<file path="src/rtl/reg8_access_arbiter.sv">
// rtl/reg8_access_arbiter.sv - two-requester round-robin arbiter in front of an 8-bit load/shift register
module reg8_access_arbiter #(
    parameter logic [7:0] RESET_VAL = 8'h00
) (
    input  logic       clk,
    input  logic       reset,
    input  logic       req0,
    input  logic [1:0] op0,
    input  logic [7:0] din0,
    input  logic       req1,
    input  logic [1:0] op1,
    input  logic [7:0] din1,
    output logic [1:0] gnt,
    output logic [1:0] ack,
    output logic       busy,
    output logic [7:0] q
);

    typedef enum logic [1:0] {
        ST_IDLE = 2'd0,
        ST_EXEC = 2'd1,
        ST_DONE = 2'd2
    } state_t;

    localparam logic [1:0] OP_LOAD = 2'b00;
    localparam logic [1:0] OP_SLL  = 2'b01;
    localparam logic [1:0] OP_SRL  = 2'b10;
    localparam logic [1:0] OP_SRA  = 2'b11;

    state_t     r_state;
    state_t     w_next_state;

    // r_ptr names the requester that wins when both ask at once.
    logic       r_ptr;
    logic       r_idx;
    logic [1:0] r_op;
    logic [7:0] r_din;
    logic [7:0] r_q;

    logic       w_any_req;
    logic       w_win_idx;
    logic [1:0] w_win_op;
    logic [7:0] w_win_din;
    logic [2:0] w_amt;
    logic [7:0] w_result;
    logic [1:0] w_gnt;
    logic [1:0] w_ack;
    logic       w_busy;

    // Winner selection from the live request lines; only consumed in IDLE.
    always_comb begin
        w_any_req = req0 | req1;
        w_win_idx = 1'b0;
        if (req0 && req1) begin
            w_win_idx = r_ptr;
        end else if (req1) begin
            w_win_idx = 1'b1;
        end
        w_win_op  = w_win_idx ? op1  : op0;
        w_win_din = w_win_idx ? din1 : din0;
    end

    // Operation on the register using only the latched op/data, so inputs may change freely mid-op.
    always_comb begin
        w_amt    = r_din[2:0];
        w_result = r_q;
        case (r_op)
            OP_LOAD: w_result = r_din;
            OP_SLL:  w_result = r_q << w_amt;
            OP_SRL:  w_result = r_q >> w_amt;
            OP_SRA:  w_result = 8'($signed(r_q) >>> w_amt);
            default: w_result = r_q;
        endcase
    end

    // Next-state and output decode; gnt/ack depend only on state and the latched index.
    always_comb begin
        w_next_state = r_state;
        w_gnt        = 2'b00;
        w_ack        = 2'b00;
        w_busy       = 1'b1;
        case (r_state)
            ST_IDLE: begin
                w_busy = 1'b0;
                if (w_any_req) begin
                    w_next_state = ST_EXEC;
                end
            end
            ST_EXEC: begin
                w_gnt        = r_idx ? 2'b10 : 2'b01;
                w_next_state = ST_DONE;
            end
            ST_DONE: begin
                w_ack        = r_idx ? 2'b10 : 2'b01;
                w_next_state = ST_IDLE;
            end
            default: begin
                w_next_state = ST_IDLE;
            end
        endcase
    end

    // State register, request latch, register update and pointer rotation.
    always_ff @(posedge clk) begin
        if (reset) begin
            r_state <= ST_IDLE;
            r_ptr   <= 1'b0;
            r_idx   <= 1'b0;
            r_op    <= OP_LOAD;
            r_din   <= 8'h00;
            r_q     <= RESET_VAL;
        end else begin
            r_state <= w_next_state;
            if (r_state == ST_IDLE && w_any_req) begin
                r_idx <= w_win_idx;
                r_op  <= w_win_op;
                r_din <= w_win_din;
            end
            if (r_state == ST_EXEC) begin
                r_q <= w_result;
            end
            if (r_state == ST_DONE) begin
                r_ptr <= ~r_idx;
            end
        end
    end

    assign gnt  = w_gnt;
    assign ack  = w_ack;
    assign busy = w_busy;
    assign q    = r_q;

endmodule
</file>
<file path="config.mk">
export PLATFORM = sky130hd
export DESIGN_NAME = reg8_access_arbiter
export DESIGN_NICKNAME = d
export VERILOG_FILES = /design/src/rtl/reg8_access_arbiter.sv
export SDC_FILE = /design/constraint.sdc
export NUM_CORES = 1
export LEC_CHECK = 0
export ABC_CLOCK_PERIOD_IN_PS = 1500
export BUFFER_PORTS_ARGS = -buffer_cell sky130_fd_sc_hd__buf_2
export CELL_PAD_IN_SITES_DETAIL_PLACEMENT = 0
export CELL_PAD_IN_SITES_GLOBAL_PLACEMENT = 1
export CORE_ASPECT_RATIO = 1.25
export CORE_UTILIZATION = 30
export DETAILED_ROUTE_END_ITERATION = 10
export HOLD_SLACK_MARGIN = 0.05
export PLACE_DENSITY_LB_ADDON = 0.05
export SETUP_SLACK_MARGIN = 0.05
export SLEW_MARGIN = 25
export SYNTH_ARGS = -nofsm -noshare
export SYNTH_HDL_FRONTEND = slang
export SYNTH_SLANG_ARGS = --single-unit
</file>
<file path="constraint.sdc">
create_clock -name clk -period 1.5 [get_ports clk]
set_input_delay 0.225 -clock clk [delete_from_list [all_inputs] [get_ports clk]]
set_output_delay 0.225 -clock clk [all_outputs]
set_load 0.005 [all_outputs]
</file>
Yosys cells after proc, flatten, opt, wreduce, memory -nomap -nowiden
Cells that the tools add are included.

Eq/ne operators: 6. Shifts and indexed selects: 3. Multiplexer cells: 11. Bitwise gates (word level): 2. Reductions and logical operators: 4.

Operators by type and width (number): one-hot mux 8 bit (4 select lines) (1); 2-to-1 mux 2 bit (5); 2-to-1 mux 8 bit (1); left shift 8 x 3 -> 8 bit (1); right shift 8 x 3 -> 8 bit (1); >>> shifter 8 x 3 -> 8 bit (1); equality test 2 bit (second input constant) (3); equality test 2 x 1 -> 1 bit (second input constant) (2); zero test 2 bit (2); one-hot mux 2 bit (2 select lines) (1); 2-to-1 mux 1 bit (3); logical AND 1 bit (2); inequality test 2 bit (second input constant) (1); NOT 1 bit (1); bitwise OR 1 bit (1).

Flip-flop bits (word level): 22. Bits of input ports: 24. Output and inout port bits: 13. Logic and storage cells: 32.

Longest topological paths before layout
Depth in word-level cells: 3. Mapped depth: 7. Mapped depth without buffers: 4.

Least setup slack after synthesis
No wires, ideal clock.

Kind: register to register. Start: register r_din[0]. End: register r_q[7], in the netlist q[7]. Library setup time: 0.134 ns. Arrival: 1.438 ns. Data required time: 1.366 ns. Setup slack: -0.072 ns. Stages on the path, launching flop included: 6. Path buffers: 1. Period minus slack after synthesis: 1.572 ns. Cells stage by stage: dfxtp_1 > buf_6 > mux4_2 > and2_4 > a2111oi_4 > a2111oi_1.

Word-level cells in the longest chain between the ends: 2. Elaborated cells on any way between the ends: 4. Those cells by class: 3 x shift; 1 x mux.

RTL lines: start, declared (line 37) `logic [7:0] r_din;`; start signal, assigned (line 117) `r_din <= w_win_din;`; >>> shifter 8 x 3 -> 8 bit, or another cell as far along (line 71) `OP_SRA: w_result = 8'($signed(r_q) >>> w_amt);`; one-hot mux 8 bit (4 select lines) * (line 67) `case (r_op)`; end signal, assigned (line 120) `r_q <= w_result;`; end, declared (line 38) `logic [7:0] r_q;`.

Every way passes the cells marked *; elsewhere a longest branch is shown, timed or not. A chain may end at the register's enable or synchronous reset.

Final worst setup path
Start: register r_din[0]. End: register r_q[4], in the netlist q[4].

The elaborated chain is that of the path after synthesis.

==> qor.log <==
[outcome] status complete, but fails checks
[outcome] violated checks setup timing
[setup_path] Arr. time, crit path 1.70 ns
[logic_synthesis] most frequently used cell type in the post-synthesis netlist sky130_fd_sc_hd__nor2_1
[setup_path] Critical Path Fanout Max 4
[logic_synthesis] synthesized flop and latch total 22
[logic_synthesis] proportion of netlist area held by the largest area contributor 27.7%
[floorplanning] Starting Density 31.3%
[timing] slew of the pin with the lowest slew margin 0.449 ns
[drt] post-route antenna net violation count 0
[setup_path] cell-by-cell listing of the critical path buf_12 -> mux4_2 -> a22oi_2 -> o221ai_2 -> nor3b_1
[logic_synthesis] Mapped Cells 177
[cts] hold buffer count at CTS 0
[setup_path] Critical Setup Path Class reg -> reg
[drt] count of vias placed by the detailed router 1663
[place] Port Buf Inserts 36
[logic_synthesis] Main synth FF type sky130_fd_sc_hd__dfxtp_1
[min_path] min-delay worst type in -> reg
[cts] H-tree Lvls 1
[place] Placer Congestion 0.867
[power] PD cells 883 nW/um2
[logic_synthesis] sequential area share after synthesis 27.7%
[drt] Vias/cell 5.40
[cells_and_area] register area 453 um2
[logic_synthesis] most common library cells after synthesis 25 x sky130_fd_sc_hd__nor2_1, 22 x sky130_fd_sc_hd__dfxtp_1, 19 x sky130_fd_sc_hd__mux2i_1
[floorplanning] Std-Cell Core Area 5080 um2
[global_route] global-route usage over all layers 19.5%
[global_route] total congestion overflow 0
[cts] TritonCTS buffer count 3
[timing] share of the clock period used by the worst path after layout 103%
[run] Max Cap Viol 0
[global_route] global-route wire length before repair 8.21 mm
[setup_path] critical path data required time 1.66 ns
[drt] wire length after detailed routing 5.17 mm
[logic_synthesis] Post-Synthesis Mean Instance Area 8.98 um2
[place] estimated wirelength of the detail-placed design 3.75 mm
[power] Worst VDD drop 0.496 mV
[cts] clock root buffer sky130_fd_sc_hd__clkbuf_8
[cells_and_area] share of the core filled with cells in the final layout 45.2%
[cells_and_area] fraction of final layout cells sized beyond drive strength 1 47.2%
[timing] minimum period implied by the final worst setup slack 1.54 ns
[timing] setup-violating endpoint count in the final report 4
[logic_synthesis] cells taking the most area after synthesis sky130_fd_sc_hd__dfxtp_1 28%, sky130_fd_sc_hd__mux2i_1 12%, sky130_fd_sc_hd__mux4_1 6.6%, sky130_fd_sc_hd__nor2_1 5.9%, sky130_fd_sc_hd__a211oi_1 5.2%
[timing] worst slack on hold paths 0.249 ns
[cts] Reg clk slew, reported paths 0.09 ns
[logic_synthesis] Async SR Flop Fraction 0%
[setup_path] maximum cell stage delay along the critical path 0.52 ns
[setup_path] kind of start point of the critical path flip-flop
[floorplanning] Die H 83.4 um
[floorplanning] count of standard-cell rows 29
[logic_synthesis] warning count from the yosys run 0
[cells_and_area] combined area of the multi-input logic cells 1090 um2
[global_route] largest net degree at the start of global routing 22
[cells_and_area] growth of design area from synthesis to finish 44.4%
[logic_synthesis] number of distinct library cells after synthesis 44
[drt] number of detailed-route iterations in the first pass 4
[logic_synthesis] Net Count, Synth 201
[floorplanning] Die Width 67.1 um
[global_route] vias in the first global route 1651
[timing] final setup TNS -0.119 ns
[timing] PnR worst setup slack -0.0393 ns
[logic_synthesis] number of enable-type register cells in the synthesized netlist 0
[timing] achievable clock frequency 650 MHz
[cts] number of clock sinks 22
[cells_and_area] ant diodes 0
[cts] clock latency on the worst-skew pair 0.27 ns
[timing] clock skew after layout 0.00326 ns
[global_route] antenna violations before repair 0
[place] Post-Place Worst Slack -0.0975 ns
[timing] RSZ-0062 raised after global routing yes
[drt] DRC violations left 0
[logic_synthesis] biggest area consumer among synthesized cells sky130_fd_sc_hd__dfxtp_1
[timing] number of hold violations in the final report 0
[power] Pwr Total 2.03 mW
[power] total leakage power 0.995 nW
[setup_path] element type at the critical path end flip-flop
[cells_and_area] fill cell instance count of the final layout 528
[cells_and_area] Total Nets Final 271
[timing] number of slew-limit violations in the final report 0
[floorplanning] IO Count 37
[drt] detailed router's first-iteration violation count 127
[cts] TritonCTS clock tree done
[drt] detailed-route wire length per cell 16.8 um
[timing] worst slew slack as a fraction of its limit 70.0%
[floorplanning] overall die area 5590 um2
[setup_path] Worst path slowest cell sky130_fd_sc_hd__mux4_2
[logic_synthesis] post-synthesis cell area 1590 um2
[cts] clk buf depth 2
==> worst max-delay path: cells and delay by family (launching register included) <==
kind / cells / cell delay, ns
DFF: 1 / 0.39
buffers and inverters: 1 / 0.11
and+or+nand+nor: 1 / 0.14
AOI/OAI and AO/OA: 2 / 0.26
muxes: 1 / 0.52
==> where the power goes <==
| part | internal (mW) | switching, mW | total [mW] |
|---|---|---|---|
| Clock | 0.235 | 0.219 | 0.454 |
| Combinational | 0.455 | 0.377 | 0.833 |
| Sequential | 0.647 | 0.0920 | 0.739 |
==> final cells by class <==
cell class	count	area share [%]
well taps	62	3.38
flip-flops and latches	22	19.7
repair buffers	81	26.3
clock buffers	4	2.40
inverters	5	0.818
multi-input cells	134	47.3
==> worst paths after layout <==
check	from	to	slack [ns]	cells past startpoint
max reg2reg	r_din[0]	q[4]	-0.04	5
min	req0	r_state[0]	0.25	3
min reg2reg	r_din[6]	r_din[6]	0.50	2
max	r_din[0]	q[4]	-0.04	5
==> kinds of logic after synthesis <==
family                 Yosys count  share of synthesized area, %
and+or+nand+nor                 55                          17.2
AOI/OAI and AO/OA               53                          25.1
muxes                           26                          22.8
DFF                             22                          27.7
buffers and inverters           21                          7.17
==> layout by cell type, fill, tap and decap left out, drive strengths merged, types with 2 or more instances in the layout <==
| cell | synthesis | layout |
|---|---|---|
| buf | 8 | 80 |
| nor2 | 25 | 25 |
| dfxtp | 22 | 22 |
| mux2i | 19 | 19 |
| a211oi | 12 | 12 |
| a21oi | 9 | 9 |
| mux4 | 7 | 7 |
| o21ai | 6 | 6 |
| inv | 5 | 5 |
| nand2 | 5 | 5 |
| nand2b | 5 | 5 |
| nor2b | 4 | 4 |
| clkbuf | 8 | 4 |
| o211ai | 3 | 3 |
| a31oi | 3 | 3 |
| and2 | 3 | 3 |
| nor3 | 3 | 3 |
| or2 | 2 | 2 |
| o22ai | 2 | 2 |
| o31ai | 2 | 2 |
| o311ai | 2 | 2 |
| nand3b | 2 | 2 |
| o21bai | 2 | 2 |
| a311oi | 2 | 2 |
| nor3b | 2 | 2 |
| nand3 | 2 | 2 |
| a2111oi | 2 | 2 |
==> repair_timing <==
item                                   CTS  global route
buffers inserted                         6             2
gates resized for setup                 18            10
pin swaps                                9             1
endpoints found under the hold margin    0             0
setup endpoints to repair               10            16
gates cloned                             1             0
==> metal layers <==
layer / track usage [%] / part of all wire [%] / wire, um / up-vias
li1: - / - / - / 804
met3: 2.34 / 3.6 / 184 / 13
met5: 0 / 0 / 0 / -
met2: 32.0 / 50 / 2560 / 52
met1: 23.7 / 44 / 2260 / 794
met4: 11.4 / 3.1 / 161 / 0
==> per-stage QoR <==
step           instances  instance area [um2]
3_3_place_gp         295                 2050
6_report             308                 2290
3_5_place_dp         295                 2050
4_1_cts              306                 2240
2_1_floorplan        177                 1590
5_1_grt              308                 2290
==> registers in the layout (all words and copies together) (netlist names) <==
name,cells
r_op,2
q,8
r_idx,1
r_din,8
r_state,2
r_ptr,1
No activity file was read; power rests on OpenSTA's default activity.
